$ cat config.mk
export PLATFORM = sky130hd
export DESIGN_NAME = alu_stream_core_flat
export DESIGN_NICKNAME = d
export VERILOG_FILES = /design/src/rtl/alu_stream_if.sv /design/src/rtl/alu_stream_core.sv /design/src/flat_wrapper.sv
export SDC_FILE = /design/constraint.sdc
export NUM_CORES = 1
export LEC_CHECK = 0
export ABC_CLOCK_PERIOD_IN_PS = 4100
export CAP_MARGIN = 15
export CORE_UTILIZATION = 50
export CTS_BUF_LIST = sky130_fd_sc_hd__clkbuf_8
export CTS_CLUSTER_DIAMETER = 200
export CTS_CLUSTER_SIZE = 14
export DETAILED_ROUTE_END_ITERATION = 8
export PLACE_DENSITY = 0.77
export RECOVER_POWER = 25
export SLEW_MARGIN = 20
export SYNTH_ARGS = -nofsm -noshare
export SYNTH_HDL_FRONTEND = slang
export SYNTH_SLANG_ARGS = --single-unit
$ cat constraint.sdc
create_clock -name clk -period 4.1 [get_ports clk]
set_clock_uncertainty 0.15 [all_clocks]
set_input_delay 0.82 -clock clk [delete_from_list [all_inputs] [get_ports clk]]
set_output_delay 0.82 -clock clk [all_outputs]
set_load 0.01 [all_outputs]
$ cat src/rtl/alu_stream_if.sv
// Valid/ready bundle between the ALU stream core and its driver/consumer.
interface alu_stream_if #(
    parameter int WIDTH = 8,
    parameter int OP_W  = 4
);
    logic             in_valid;
    logic             in_ready;
    logic [WIDTH-1:0] a;
    logic [WIDTH-1:0] b;
    logic [OP_W-1:0]  op;
    logic             out_valid;
    logic             out_ready;
    logic [WIDTH-1:0] result;
    logic             carry;
    logic             overflow;
    logic             zero;
    logic             err;

    modport master (
        output in_valid, a, b, op, out_ready,
        input  in_ready, out_valid, result, carry, overflow, zero, err
    );

    modport slave (
        input  in_valid, a, b, op, out_ready,
        output in_ready, out_valid, result, carry, overflow, zero, err
    );
endinterface

$ cat src/rtl/alu_stream_core.sv
// Two-stage valid/ready ALU: stage1 holds operands, stage2 holds result and flags.
module alu_stream_core #(
    parameter int WIDTH = 8,
    parameter int OP_W  = 4
) (
    input logic         clk,
    input logic         rst,
    alu_stream_if.slave io
);
    localparam int SH_W = $clog2(WIDTH);

    localparam logic [OP_W-1:0] OP_ADD = OP_W'(0);
    localparam logic [OP_W-1:0] OP_SUB = OP_W'(1);
    localparam logic [OP_W-1:0] OP_AND = OP_W'(2);
    localparam logic [OP_W-1:0] OP_OR  = OP_W'(3);
    localparam logic [OP_W-1:0] OP_XOR = OP_W'(4);
    localparam logic [OP_W-1:0] OP_NOT = OP_W'(5);
    localparam logic [OP_W-1:0] OP_SHL = OP_W'(6);
    localparam logic [OP_W-1:0] OP_SHR = OP_W'(7);
    localparam logic [OP_W-1:0] OP_INC = OP_W'(8);
    localparam logic [OP_W-1:0] OP_DEC = OP_W'(9);

    logic             s1_valid_q, s1_valid_d;
    logic [WIDTH-1:0] s1_a_q, s1_a_d;
    logic [WIDTH-1:0] s1_b_q, s1_b_d;
    logic [OP_W-1:0]  s1_op_q, s1_op_d;

    logic             s2_valid_q, s2_valid_d;
    logic [WIDTH-1:0] result_q, result_d;
    logic             carry_q, carry_d;
    logic             ovf_q, ovf_d;
    logic             zero_q, zero_d;
    logic             err_q, err_d;

    logic             advance;
    logic             in_ready;
    logic [WIDTH-1:0] rhs;
    logic [WIDTH:0]   sum;
    logic [WIDTH:0]   dif;
    logic [WIDTH-1:0] res_c;
    logic             carry_c, ovf_c, err_c;

    assign advance  = !s2_valid_q || io.out_ready;
    assign in_ready = !s1_valid_q || advance;

    // INC/DEC reuse the adder/subtractor with an implicit operand of 1
    always_comb begin
        rhs = s1_b_q;
        if (s1_op_q == OP_INC || s1_op_q == OP_DEC) rhs = WIDTH'(1);
        sum = {1'b0, s1_a_q} + {1'b0, rhs};
        dif = {1'b0, s1_a_q} - {1'b0, rhs};
    end

    always_comb begin
        res_c   = '0;
        carry_c = 1'b0;
        ovf_c   = 1'b0;
        err_c   = 1'b0;
        case (s1_op_q)
            OP_ADD, OP_INC: begin
                res_c   = sum[WIDTH-1:0];
                carry_c = sum[WIDTH];
                ovf_c   = (s1_a_q[WIDTH-1] == rhs[WIDTH-1]) &&
                          (sum[WIDTH-1] != s1_a_q[WIDTH-1]);
            end
            OP_SUB, OP_DEC: begin
                res_c   = dif[WIDTH-1:0];
                carry_c = dif[WIDTH];
                ovf_c   = (s1_a_q[WIDTH-1] != rhs[WIDTH-1]) &&
                          (dif[WIDTH-1] != s1_a_q[WIDTH-1]);
            end
            OP_AND:  res_c = s1_a_q & s1_b_q;
            OP_OR:   res_c = s1_a_q | s1_b_q;
            OP_XOR:  res_c = s1_a_q ^ s1_b_q;
            OP_NOT:  res_c = ~s1_a_q;
            OP_SHL:  res_c = s1_a_q << s1_b_q[SH_W-1:0];
            OP_SHR:  res_c = s1_a_q >> s1_b_q[SH_W-1:0];
            default: err_c = 1'b1;
        endcase
    end

    always_comb begin
        s1_valid_d = s1_valid_q;
        s1_a_d     = s1_a_q;
        s1_b_d     = s1_b_q;
        s1_op_d    = s1_op_q;
        s2_valid_d = s2_valid_q;
        result_d   = result_q;
        carry_d    = carry_q;
        ovf_d      = ovf_q;
        zero_d     = zero_q;
        err_d      = err_q;
        if (in_ready) begin
            s1_valid_d = io.in_valid;
            if (io.in_valid) begin
                s1_a_d  = io.a;
                s1_b_d  = io.b;
                s1_op_d = io.op;
            end
        end
        // Flags hold their last values when stage2 drains empty
        if (advance) begin
            s2_valid_d = s1_valid_q;
            if (s1_valid_q) begin
                result_d = res_c;
                carry_d  = carry_c;
                ovf_d    = ovf_c;
                zero_d   = (res_c == '0);
                err_d    = err_c;
            end
        end
    end

    always_ff @(posedge clk or posedge rst) begin
        if (rst) begin
            s1_valid_q <= 1'b0;
            s1_a_q     <= '0;
            s1_b_q     <= '0;
            s1_op_q    <= '0;
            s2_valid_q <= 1'b0;
            result_q   <= '0;
            carry_q    <= 1'b0;
            ovf_q      <= 1'b0;
            zero_q     <= 1'b0;
            err_q      <= 1'b0;
        end else begin
            s1_valid_q <= s1_valid_d;
            s1_a_q     <= s1_a_d;
            s1_b_q     <= s1_b_d;
            s1_op_q    <= s1_op_d;
            s2_valid_q <= s2_valid_d;
            result_q   <= result_d;
            carry_q    <= carry_d;
            ovf_q      <= ovf_d;
            zero_q     <= zero_d;
            err_q      <= err_d;
        end
    end

    assign io.in_ready  = in_ready;
    assign io.out_valid = s2_valid_q;
    assign io.result    = result_q;
    assign io.carry     = carry_q;
    assign io.overflow  = ovf_q;
    assign io.zero      = zero_q;
    assign io.err       = err_q;
endmodule

$ cat src/flat_wrapper.sv
// flat-port wrapper written by rule: the top's interface ports become plain ports
module alu_stream_core_flat 
#(
    parameter int WIDTH = 8,
    parameter int OP_W  = 4
)
  (clk, rst, io_in_valid, io_a, io_b, io_op, io_out_ready, io_in_ready, io_out_valid, io_result, io_carry, io_overflow, io_zero, io_err);
  alu_stream_if #(.WIDTH(WIDTH), .OP_W(OP_W)) io_i ();
  input logic clk;
  input logic rst;
  input wire logic [$bits(io_i.in_valid)-1:0] io_in_valid;
  input wire logic [$bits(io_i.a)-1:0] io_a;
  input wire logic [$bits(io_i.b)-1:0] io_b;
  input wire logic [$bits(io_i.op)-1:0] io_op;
  input wire logic [$bits(io_i.out_ready)-1:0] io_out_ready;
  output wire logic [$bits(io_i.in_ready)-1:0] io_in_ready;
  output wire logic [$bits(io_i.out_valid)-1:0] io_out_valid;
  output wire logic [$bits(io_i.result)-1:0] io_result;
  output wire logic [$bits(io_i.carry)-1:0] io_carry;
  output wire logic [$bits(io_i.overflow)-1:0] io_overflow;
  output wire logic [$bits(io_i.zero)-1:0] io_zero;
  output wire logic [$bits(io_i.err)-1:0] io_err;
  assign io_i.in_valid = io_in_valid;
  assign io_i.a = io_a;
  assign io_i.b = io_b;
  assign io_i.op = io_op;
  assign io_i.out_ready = io_out_ready;
  assign io_in_ready = io_i.in_ready;
  assign io_out_valid = io_i.out_valid;
  assign io_result = io_i.result;
  assign io_carry = io_i.carry;
  assign io_overflow = io_i.overflow;
  assign io_zero = io_i.zero;
  assign io_err = io_i.err;
  alu_stream_core #(.WIDTH(WIDTH), .OP_W(OP_W)) u_core (.clk(clk), .rst(rst), .io(io_i));
endmodule
==> results of run 1 <==
-- power groups by stage --
stage	registers [W]	logic [W]	clock network [W]
floorplan	0.000475	0.000575	0
global placement	0.000501	0.000790	0
detailed placement	0.000505	0.000798	0
CTS	0.000498	0.000805	0.000327
global route	0.000510	0.000902	0.000339
finish	0.000500	0.000812	0.000324
-- layer usage --
layer,part of all wire [%],vias to the layer above,GRT usage (%)
li1,-,1308,-
met1,42,1332,34.1
met2,48,115,44.0
met3,8.2,19,6.00
met4,2.0,0,12.0
met5,0,-,0
-- sequential cells by signal, summed over array words and instances, names as in the netlist --
signal / cells
u_core.io.result: 8
u_core.s1_b_q: 8
u_core.io.carry: 1
u_core.io.overflow: 1
u_core.s1_a_q: 8
u_core.io.out_valid: 1
u_core.io.zero: 1
u_core.s1_valid_q: 1
u_core.s1_op_q: 4
u_core.io.err: 1
-- cells in the final DEF, fill, tap and decap left out, drive strengths merged, types with 6 or more instances in the layout --
cell / Yosys / routed
inv: 32 / 32
mux2i: 13 / 13
clkbuf: 11 / 7
xnor2: 7 / 7
mux2: 21 / 21
o21ai: 22 / 22
nor3: 6 / 6
a21oi: 22 / 22
nor2: 16 / 16
mux4: 7 / 7
dfrtp: 34 / 34
nand2: 42 / 42
ha: 35 / 35
clkdlybuf4s50: 0 / 35
-- tightest hold or removal path, delay by kind of cell, from the launching register on --
kind	cells	cell delay, ns
flops	1	0.34
simple gates	1	0.05
compound gates	1	0.06
-- metrics by stage --
stage	hold slack [ns]	utilization [%]	worst slack (ns)	power, W	instance area (um^2)
finish	0.337	61.2	0.580	0.00164	3690
global route	0.364	61.2	0.365	0.00175	3690
CTS	0.341	61.3	0.632	0.00163	3690
detailed placement	0.326	59.4	0.646	0.00130	3580
global placement	0.315	59.4	0.828	0.00129	3580
floorplan	0.321	-	1.03	0.00105	3160
-- worst paths after layout --
path / from / end / slack [ns] / cells after the start
max: u_core.s1_op_q[2] / u_core.io.zero / 0.58 / 12
min: u_core.io.result[0] / u_core.io.result[0] / 0.34 / 2
max reg2reg: u_core.s1_op_q[2] / u_core.io.zero / 0.58 / 12
min reg2reg: u_core.io.result[0] / u_core.io.result[0] / 0.34 / 2
max in group asynchronous: rst / u_core.io.zero / 1.22 / 3
min in group asynchronous: rst / u_core.s1_a_q[2] / 1.48 / 3
-- cells by family after synthesis --
logic type	after synthesis
mux	41
fa+ha+maj	37
simple gates	92
compound gates	87
xor+xnor	7
buf+inv	52
flops	34
-- final cells by class --
class	count	share of cell area [%]
inverters	32	3.26
clock buffers	6	2.24
clock inverters	1	0.814
well taps	75	2.54
flip-flops and latches	34	23.1
multi-input cells	264	57.1
repair buffers	42	11.0
==> run_results.csv, run 1 <==
group,metric,value,unit
global_route,grt_pass1_wl,13500,um
pwr,clkPwrFrac,19.8,%
hold_path,min_path_type,"flip-flop to flip-flop",
yosys,synth_edf_count,0,
cts,cts_max_level,2,
placement,placedCellCount,447,
setup_path,worstPathCellList,"nor2_1 -> nand2_1 -> nand2_1 -> inv_1 -> ha_1 -> nor2b_1 -> nor3_1 -> o31ai_1 -> a221oi_1 -> o21a_1 -> o211ai_1 -> o41ai_2",
timing,tightest_slew,1.89,ns
run,drv_cap,1,
yosys,synth-seq-cells,34,
layout,regArea,851,um^2
routing,vias_per_cell,6.11,
setup_path,cp_slowest_cell,"a221oi_1",
yosys,synthSimpleGateAreaFrac,13.9,%
cts,clk_path_buf_depth,2,
setup_path,worst-setup-path-type,"flip-flop to flip-flop",
pwr,powerDensity,443,nW/um^2
layout,syn_to_final_growth,16.7,%
placement,gp_congestion,0.947,
floorplanning,io_pins,38,
setup_path,critPathTopFamily,"compound AO/OA/AOI/OAI gates",
yosys,synthTopCellsByArea,"dfrtp_1, ha_1, mux2_2",
cts,numCtsBuffers,5,
routing,wl_per_cell,18.1,um
timing,max_freq,0.284,GHz
yosys,yosys-top-cells-count,"nand2_1, ha_1, dfrtp_1",
layout,antenna_cells,0,
timing,finalHoldViolCount,0,
setup_path,cp.required,4.13,ns
layout,layout-drive-gt1-share,10.8,%
placement,place_hpwl,6030,um
run_status,status,"complete, but fails checks",
cts,clk-insertion-delay-late,0.30,ns
global_route,grt_start_max_net_pins,35,
yosys,synth_compound_area_share,18.4,%
cts,tritoncts,"yes",
layout,multi_input_comb_area,2110,um^2
global_route,grt_pass1_vias,2779,
floorplanning,placementRows,28,
yosys,synth_top_area_share,26.9,%
pwr,power_switching_share,40.1,%
pwr,power_leakage,1.67,nW
yosys,synthMuxAreaShare,17.1,%
routing,first_pass_iters,4,
routing,routed-via-count,2774,
floorplanning,fp.dieArea,6650,um^2
yosys,async_flop_share,100,%
yosys,synth_seq_area_share,26.9,%
cts,clock_sinks,34,
timing,drv_slew,35,
floorplanning,die_w,81.5,um
layout,fill_cells,537,
cts,ctsHoldBuffers,0,
yosys,syn-cell-area,3160,um^2
yosys,synthCells,350,
global_route,antenna_found_initial,0,
routing,drcViolationCount,0,
setup_path,crit_arrival,3.55,ns
yosys,synth.most_common_cell,"nand2_1",
cts,clk_pin_slew,0.08,ns
yosys,synth_xor_area_share,1.94,%
layout,fin_cells,454,
routing,postRouteAntennaNets,0,
routing,first_iter_violations,253,
placement,port_buffers,37,
pwr,seq_power_share,30.5,%
setup_path,critPathMostFrequentCell,"nand2_1",
yosys,synthAdderAreaFrac,15.1,%
yosys,synth_top_family_by_area,"compound AO/OA/AOI/OAI gates",
timing,finalSetupViolations,0,
timing,slew-limit-headroom,-26.2,%
yosys,synth.distinct_cells,56,
timing,setup_tns,0,ns
pwr,internal_power,0.000981,W
layout,fin_nets,440,
setup_path,cp.buffers_inverters,1,
floorplanning,initial_core_util,52.5,%
run_status,failed_checks,"capacitance limit, slew limit",
setup_path,cp_max_fo,11,
cts,cts_setup_buffers,0,
global_route,track_usage,27.0,%
pwr,p_sw,0.000655,W
setup_path,cp-start-kind,"flip-flop",
pwr,ir_drop,0.272,mV
floorplanning,die_y,81.5,um
pwr,comb_power_share,49.7,%
timing,min_period_over_period,85.9,%
setup_path,endpoint_kind,"flip-flop",
yosys,avgSynthCellArea,9.03,um^2
timing,rsz0062_at_grt,"no",
floorplanning,coreArea,6030,um^2
yosys,synth_ff_type,"dfrtp_1",
cts,cts_resized,0,
global_route,grt_overflow_total,0,
yosys,netlist.top_cell.by_area,"dfrtp_1",
routing,drt_wl_total,8230,um
yosys,yosysWarnings,0,
yosys,synth_fp_nets,411,
cts,root_buffer,"clkbuf_8",
timing,period_needed,3.52,ns
setup_path,crit_path_max_incr_delay,0.51,ns
Note: power is estimated with default switching activity, not from simulation.
==> run 2, diff against run 1 <==
Settings changed: MAX_ROUTING_LAYER set to met4.
==> run_results.csv, run 2 (synthesis results as in run 1) <==
group,metric,value,unit
layout,fin_util,61.8,%
routing,first_iter_violations,175,
floorplanning,initial_core_util,52.5,%
cts,clk_path_buf_depth,2,
layout,syn_to_final_growth,17.8,%
cts,cts_resized,0,
floorplanning,die_y,81.5,um
setup_path,critPathTopFamily,"simple AND/OR/NAND/NOR gates",
cts,numCtsBuffers,5,
setup_path,cp_slowest_cell,"dfrtp_1",
setup_path,crit_arrival,3.53,ns
pwr,ir_drop,0.248,mV
setup_path,worstPathCellList,"nor2_1 -> nand2_1 -> nand2_1 -> ha_1 -> inv_1 -> fa_1 -> o21bai_1 -> a211oi_1 -> a21oi_1 -> xnor2_1 -> a221oi_1 -> nand4_1 -> o41ai_2",
cts,clock_sinks,34,
timing,finalSetupViolations,0,
floorplanning,fp.dieArea,6650,um^2
timing,max_freq,0.287,GHz
cts,tritoncts,"yes",
cts,cts_setup_buffers,0,
floorplanning,io_pins,38,
floorplanning,coreArea,6030,um^2
pwr,power_leakage,1.69,nW
cts,ctsHoldBuffers,0,
floorplanning,placementRows,28,
routing,routed-via-count,2754,
run,drv_cap,1,
timing,tightest_slew,1.77,ns
cts,cts_max_level,2,
global_route,track_usage,26.1,%
cts,clk_pin_slew,0.08,ns
timing,drv_slew,35,
placement,gp_congestion,0.981,
setup_path,endpoint_kind,"flip-flop",
timing,period_needed,3.49,ns
routing,vias_per_cell,6.04,
hold_path,min_path_type,"flip-flop to flip-flop",
setup_path,cp_max_fo,10,
layout,layout_commonest_cell,"nand2_1",
routing,drt_wl_total,7870,um
layout,antenna_cells,0,
routing,postRouteAntennaNets,0,
run_status,failed_checks,"capacitance limit, slew limit",
cts,clk-insertion-delay-late,0.29,ns
layout,fill_cells,514,
pwr,powerDensity,454,nW/um^2
setup_path,worst-setup-path-type,"flip-flop to flip-flop",
setup_path,cp-start-kind,"flip-flop",
timing,min_period_over_period,85.1,%
cts,root_buffer,"clkbuf_8",
global_route,antenna_found_initial,0,
layout,final_cell_mix,"nand2_1, ha_1, clkdlybuf4s50_1",
layout,layout-drive-gt1-share,11.3,%
layout,fin_nets,441,
placement,port_buffers,37,
floorplanning,die_w,81.5,um
setup_path,critPathMostFrequentCell,"nand2_1",
placement,place_hpwl,6020,um
routing,wl_per_cell,17.3,um
routing,first_pass_iters,5,
global_route,grt_start_max_net_pins,35,
timing,rsz0062_at_grt,"no",
run_status,status,"complete, but fails checks",
routing,drcViolationCount,0,
timing,slew-limit-headroom,-17.9,%
setup_path,cp.required,4.14,ns
timing,finalHoldViolCount,0,
global_route,grt_pass1_vias,2588,
setup_path,crit_path_max_incr_delay,0.48,ns
global_route,grt_pass1_wl,12600,um
global_route,grt_overflow_total,0,
timing,setup_tns,0,ns
setup_path,cp.buffers_inverters,1,
## run 2: path summary, 6_finish.rpt
check                                     from                  end  slack (ns)  cells past startpoint
hold reg to reg            u_core.io.result[1]  u_core.io.result[1]        0.34                      2
hold / removal             u_core.io.result[1]  u_core.io.result[1]        0.34                      2
min in group asynchronous                  rst    u_core.s1_op_q[0]        1.44                      3
setup reg to reg             u_core.s1_op_q[1]       u_core.io.zero        0.61                     13
setup / recovery             u_core.s1_op_q[1]       u_core.io.zero        0.61                     13
max in group asynchronous                  rst  u_core.io.result[4]        1.34                      3
## run 2: metal layers
layer	global-route usage, %	part of all wire (%)	vias to the layer above
met5	-	0	-
met2	39.8	46	100
met4	11.4	3.4	0
met3	3.78	5.4	22
met1	34.2	45	1308
li1	-	-	1324
## run 2: where the power goes
group / total, W / internal [W] / switching, W
logic: 0.000817 / 0.000389 / 0.000429
registers: 0.000488 / 0.000399 / 0.0000888
clock network: 0.000388 / 0.000259 / 0.000128
## run 2: worst register-to-register path, delay by kind of cell (launching register included)
| family | cells | cell delay, ns |
|---|---|---|
| simple gates | 4 | 1.01 |
| compound gates | 5 | 1.01 |
| fa+ha+maj | 2 | 0.60 |
| flops | 1 | 0.48 |
| xor+xnor | 1 | 0.09 |
| buf+inv | 1 | 0.06 |
## run 2: area by class of cell
type	instances	area [um^2]	area share, %
tap	75	93.8	2.52
inverter	32	120	3.22
multi-input combinational	264	2110	56.5
sequential	34	851	22.8
clock buffer	6	82.6	2.22
timing repair buffer	43	412	11.0
clock inverter	2	60.1	1.61
## run 2: metrics by stage
| step | total power, W | hold slack, ns | instances | instance area, um^2 | setup WS [ns] |
|---|---|---|---|---|---|
| 6_report | 0.00169 | 0.337 | 456 | 3730 | 0.612 |
| 5_1_grt | 0.00181 | 0.359 | 456 | 3730 | 0.187 |
| 4_1_cts | 0.00169 | 0.339 | 456 | 3730 | 0.637 |
| 3_5_place_dp | 0.00130 | 0.316 | 448 | 3590 | 0.649 |
| 3_3_place_gp | 0.00129 | 0.313 | 448 | 3590 | 0.797 |
| 2_1_floorplan | 0.00105 | 0.321 | 350 | 3160 | 1.03 |
